===== src/rtl/fp_div_issuer.sv =====
// Front end for the iterative FP divider: one operation outstanding at a time, with the result held for downstream.
// Latency: 1 + issue stall + divider latency + 1 cycles from request accept to rsp_valid.
// Backpressure: req_ready is high only in IDLE. ISSUE waits on div_in_ready with no limit. HOLD waits on rsp_ready. A WAIT that runs too long is aborted with a cancel pulse.
module fp_div_issuer #(
    parameter int EXP_WIDTH  = 8,
    parameter int MANT_WIDTH = 24,
    parameter int TIMEOUT    = 64,
    localparam int TOTAL     = EXP_WIDTH + MANT_WIDTH
) (
    input  logic             clk,
    input  logic             rst_l,
    input  logic             req_valid,
    output logic             req_ready,
    input  logic [TOTAL-1:0] req_a,
    input  logic [TOTAL-1:0] req_b,
    input  logic [2:0]       req_rnd,
    output logic             div_in_valid,
    input  logic             div_in_ready,
    output logic [TOTAL-1:0] div_a,
    output logic [TOTAL-1:0] div_b,
    output logic [2:0]       div_round_mode,
    output logic             div_cancel,
    input  logic             div_out_valid,
    input  logic [TOTAL-1:0] div_out,
    input  logic [4:0]       div_exc,
    output logic             rsp_valid,
    input  logic             rsp_ready,
    output logic [TOTAL-1:0] rsp_data,
    output logic [4:0]       rsp_exc,
    output logic             rsp_timeout,
    output logic             err_spurious
);

    localparam int TW = $clog2(TIMEOUT);
    localparam logic [TW-1:0] TIMER_LAST = TW'(TIMEOUT - 1);
    // Canonical quiet NaN: sign 0, exponent all ones, quiet bit set, remaining fraction bits zero
    localparam logic [TOTAL-1:0] QNAN = {1'b0, {EXP_WIDTH{1'b1}}, 1'b1, {(MANT_WIDTH-2){1'b0}}};
    localparam logic [4:0] EXC_NV = 5'b10000;

    typedef enum logic [1:0] {IDLE, ISSUE, WAIT, HOLD} state_t;

    state_t        state, state_nxt;
    logic [TW-1:0] timer;
    logic          timeout_hit;

    // A result arriving on the last WAIT cycle takes priority over the abort
    assign timeout_hit = (state == WAIT) && !div_out_valid && (timer == TIMER_LAST);

    // Handshake outputs are decoded from state only, so no input reaches an output combinationally
    assign req_ready    = (state == IDLE);
    assign div_in_valid = (state == ISSUE);
    assign rsp_valid    = (state == HOLD);

    // Next-state selection
    always_comb begin
        state_nxt = state;
        case (state)
            IDLE:  if (req_valid)                    state_nxt = ISSUE;
            ISSUE: if (div_in_ready)                 state_nxt = WAIT;
            WAIT:  if (div_out_valid || timeout_hit) state_nxt = HOLD;
            HOLD:  if (rsp_ready)                    state_nxt = IDLE;
            default:                                 state_nxt = IDLE;
        endcase
    end

    // State register. Reset abandons any operation in flight and sends no cancel.
    always_ff @(posedge clk or negedge rst_l) begin
        if (!rst_l) state <= IDLE;
        else        state <= state_nxt;
    end

    // WAIT watchdog: restart when the divider accepts the operands, then count up and saturate
    always_ff @(posedge clk or negedge rst_l) begin
        if (!rst_l) begin
            timer <= '0;
        end else if (state == ISSUE && div_in_ready) begin
            timer <= '0;
        end else if (state == WAIT && timer != {TW{1'b1}}) begin
            timer <= timer + 1'b1;
        end
    end

    // Operand capture: latched at accept and held through ISSUE until the divider takes them
    always_ff @(posedge clk or negedge rst_l) begin
        if (!rst_l) begin
            div_a          <= '0;
            div_b          <= '0;
            div_round_mode <= '0;
        end else if (state == IDLE && req_valid) begin
            div_a          <= req_a;
            div_b          <= req_b;
            div_round_mode <= req_rnd;
        end
    end

    // Response capture (real result or watchdog NaN) and the one-cycle cancel pulse
    always_ff @(posedge clk or negedge rst_l) begin
        if (!rst_l) begin
            rsp_data    <= '0;
            rsp_exc     <= '0;
            rsp_timeout <= 1'b0;
            div_cancel  <= 1'b0;
        end else begin
            div_cancel <= timeout_hit;
            if (state == WAIT && div_out_valid) begin
                rsp_data    <= div_out;
                rsp_exc     <= div_exc;
                rsp_timeout <= 1'b0;
            end else if (timeout_hit) begin
                rsp_data    <= QNAN;
                rsp_exc     <= EXC_NV;
                rsp_timeout <= 1'b1;
            end
        end
    end

    // Sticky flag for a divider result that arrives when none is outstanding
    always_ff @(posedge clk or negedge rst_l) begin
        if (!rst_l)                               err_spurious <= 1'b0;
        else if (div_out_valid && state != WAIT)  err_spurious <= 1'b1;
    end

endmodule

===== config.mk =====
export PLATFORM = sky130hd
export DESIGN_NAME = fp_div_issuer
export DESIGN_NICKNAME = d
export VERILOG_FILES = /design/src/rtl/fp_div_issuer.sv
export SDC_FILE = /design/constraint.sdc
export NUM_CORES = 1
export LEC_CHECK = 0
export BUFFER_PORTS_ARGS = -buffer_cell sky130_fd_sc_hd__buf_2
export CAP_MARGIN = 20
export CORE_ASPECT_RATIO = 0.6
export CORE_MARGIN = 3
export CORE_UTILIZATION = 35
export CTS_BUF_LIST = sky130_fd_sc_hd__clkbuf_8 sky130_fd_sc_hd__clkbuf_16
export CTS_CLUSTER_SIZE = 30
export DETAILED_ROUTE_END_ITERATION = 12
export GPL_ROUTABILITY_DRIVEN = 0
export HOLD_SLACK_MARGIN = 0.08
export MAX_ROUTING_LAYER = met4
export SYNTH_ARGS = -nofsm -noshare
export SYNTH_HDL_FRONTEND = slang
export SYNTH_SLANG_ARGS = --single-unit

===== constraint.sdc =====
create_clock -name clk -period 3 [get_ports clk]
set_clock_uncertainty 0.2 [all_clocks]
set_input_delay 0.3 -clock clk [delete_from_list [all_inputs] [get_ports clk]]
set_output_delay 0.3 -clock clk [all_outputs]
set_load 0.02 [all_outputs]

==> results.yml <==
timing:
  tns_ns: 0
  slew_violations: 0
  worstMarginPinSlew_ns: 0.649
  rsz0062_at_grt: "false"
  finalSetupViolations: 0
  relSlewSlack_pct: 56.8
  hold_viol: 0
  fmax_mhz: 458
  timing.final.crit_share_pct: 72.9
  period_minus_slack_ns: 2.19
drt:
  first_pass_iters: 4
  ant_nets: 0
  vias: 4317
  drc: 0
  vias_per_cell: 4.93
  drt-initial-drc-count: 241
  wl_per_cell_um: 17.2
  finalWirelength_um: 15000
grt:
  grt_max_degree: 68
  antenna_found_initial: 1
  overflow: 0
  grt_pass1_vias: 4610
  grt_pass1_wl_um: 24500
  grtUsageTotal_pct: 20.2
setup_path:
  crit_path_start: "timer[1]"
  rrSetupSlack_ns: 0.81
  crit_fanout: 18
  critical_path_class: "reg2reg"
  reg2regPathDepth: 5
  critPathArrivalTime_ns: 2.26
  required_ns: 3.07
  worstSetupEndpointType: "flop"
  start_kind: "flop"
  rr_endpoint: "rsp_data[21]"
  critPathCapture: "rsp_data[21]"
  timing.rr.start: "timer[1]"
die:
  fp.dieH_um: 97.8
  row_count: 32
  dieArea_um2: 15500
  pin_count: 220
  coreArea_um2: 13300
  start_util_pct: 37.1
  chipWidth_um: 159
pwr:
  power_density_nw_per_um2: 1010
  p_leak_nw: 3.70
  ir_drop_v: 0.000650
min_path:
  hold_path_class: "in2reg"
  hold_depth: 4
synth:
  seq_area_frac_synth_pct: 58.6
  ys_warn_count: 0
  yosysTopAreaCell: "dfrtp_1"
  syn_nets: 468
  ys_ff_latch: 115
  synth_cells: 353
  synth.avg_cell_area_um2: 13.9
  synth_top_area_share_pct: 58.6
  synth.cell_area_um2: 4910
  yosys-top-cells-area: "dfrtp_1 (59%), mux2_2 (15%), a221o_1 (5.5%)"
  ys_types: 38
clock_network:
  clock-sinks: 115
  cts.path.max_buffers: 2
  clock_latency_ns: 0.39
  root_buffer: "clkbuf_16"
  htree_levels: 4
  cts_tree: "built"
  cts-resized-gates: 0
  clk_pin_slew_ns: 0.05
  cts_buffers: 17
outcome:
  status: "finished, final reports clean"
final_layout:
  fillers: 1049
  nNetsFinal: 790
  drive_above_1_share_pct: 47.9
  area_delta_synth_final_pct: 57.9
  final_core_util_pct: 58.5
place:
  port_buffers: 219
  dpl.hpwl_um: 9660
job:
  drv_cap: 0
-- cells by family (layout without fill, tap and decap cells) --
kind of cell,count (synthesis),in the layout,synth area share [%]
buffers and inverters,34,368,3.85
and+or+nand+nor,37,37,4.03
muxes,68,68,15.6
other,0,1,0
DFF,115,115,58.6
AOI/OAI and AO/OA,94,94,16.7
adders and majority gates,5,5,1.27
-- area by class of cell --
cell class / instances / area, um^2 / area share, %
antenna: 1 / 2.50 / 0.0323
clock buffer: 21 / 480 / 6.20
clock inverter: 10 / 60.1 / 0.774
inverter: 5 / 18.8 / 0.242
multi-input combinational: 204 / 1850 / 23.8
sequential: 115 / 2880 / 37.1
tap: 187 / 234 / 3.02
timing repair buffer: 332 / 2230 / 28.8
-- power breakdown --
part           total [W]  internal, W  switching (W)
clock            0.00181      0.00113       0.000684
combinational    0.00335      0.00145        0.00190
sequential       0.00270      0.00226       0.000443
total            0.00786      0.00484        0.00302
-- registers in the layout, indices dropped and copies added, names as in the netlist --
name	cells
div_cancel	1
div_b	32
div_a	32
rsp_exc	5
timer	6
state	2
rsp_timeout	1
rsp_data	32
err_spurious	1
div_round_mode	3
-- per-layer routing --
metal	vias up	global-route usage, %	routed length [um]
met5	-	-	0
met4	0	6.66	200
li1	2005	-	-
met1	2114	25.6	6600
met2	178	30.9	6950
met3	20	6.61	1270
-- critical path, cell delays in order, from the launching register on --
cell and delay (ns):
dfrtp_1 0.40, ha_1 0.27, nand2_1 0.33, buf_4 0.33
o211a_1 0.25, a221o_1 0.27
-- cells in the final DEF (no fill, tap or decap), types with 2 or more instances in the layout --
cell	synthesis	routed
buf_2	19	218
dfrtp_1	115	115
dlygate4sd3_1	0	105
mux2_2	67	67
o211a_1	27	27
a221o_1	27	27
clkbuf_16	0	17
a211oi_1	12	12
nor2_1	11	11
o22ai_1	10	10
buf_4	2	7
inv_1	4	5
nand2_1	6	5
a21oi_1	5	5
ha_1	5	5
clkinv_2	0	5
nand2b_1	4	4
clkbuf_8	0	4
a31oi_1	3	3
nor3_1	3	3
nand4_1	3	3
clkinvlp_4	0	3
and2_1	2	2
nand3_1	2	2
o211ai_1	2	2
buf_12	0	2
-- stage by stage --
step / instance area (um^2) / std cells / total power, W / setup slack [ns] / hold WS, ns
global placement: 6160 / 738 / 0.00584 / 0.951 / 0.120
floorplan: 4910 / 353 / 0.00478 / 1.04 / -0.196
CTS: 7750 / 874 / 0.00791 / 0.827 / 0.0835
global route: 7750 / 875 / 0.00832 / 0.681 / 0.143
detailed placement: 6160 / 738 / 0.00594 / 0.854 / 0.130
finish: 7750 / 875 / 0.00786 / 0.814 / 0.103
-- synthesized netlist by cell type, drive strengths merged --
cell     instances
dfrtp          115
mux2            67
a221o           27
o211a           27
buf             25
a211oi          12
nor2            12
o22ai           10
nand2            6
a21oi            5
ha               5
inv              5
clkbuf           4
nand2b           4
a31oi            3
nand3            3
nand4            3
nor3             3
and2             2
o211ai           2
a2111o           1
a2111oi          1
a21o             1
a31o             1
and3             1
mux2i            1
nor2b            1
nor4             1
nor4bb           1
o2111ai          1
o21ai            1
o311ai           1
o41ai            1
-- timing repair --
| item | in CTS | in global routing |
|---|---|---|
| setup buffers | 0 | 0 |
| hold endpoints to repair | 145 | 0 |
| setup endpoints to repair | 0 | 0 |
| hold buffers | 105 | 0 |
-- how the worst min path moves through the flow --
stage / from / slack (ns) / end
after global routing: div_out_valid / 0.14 / div_cancel
final: div_in_ready / 0.10 / timer[0]
after detailed placement: rst_l / 0.13 / div_cancel
after floorplan: rst_l / -0.20 / div_a[0]
after global placement: rst_l / 0.12 / rsp_data[15]
after CTS: div_in_ready / 0.08 / timer[0]
Note: power is estimated with default switching activity, not from simulation.
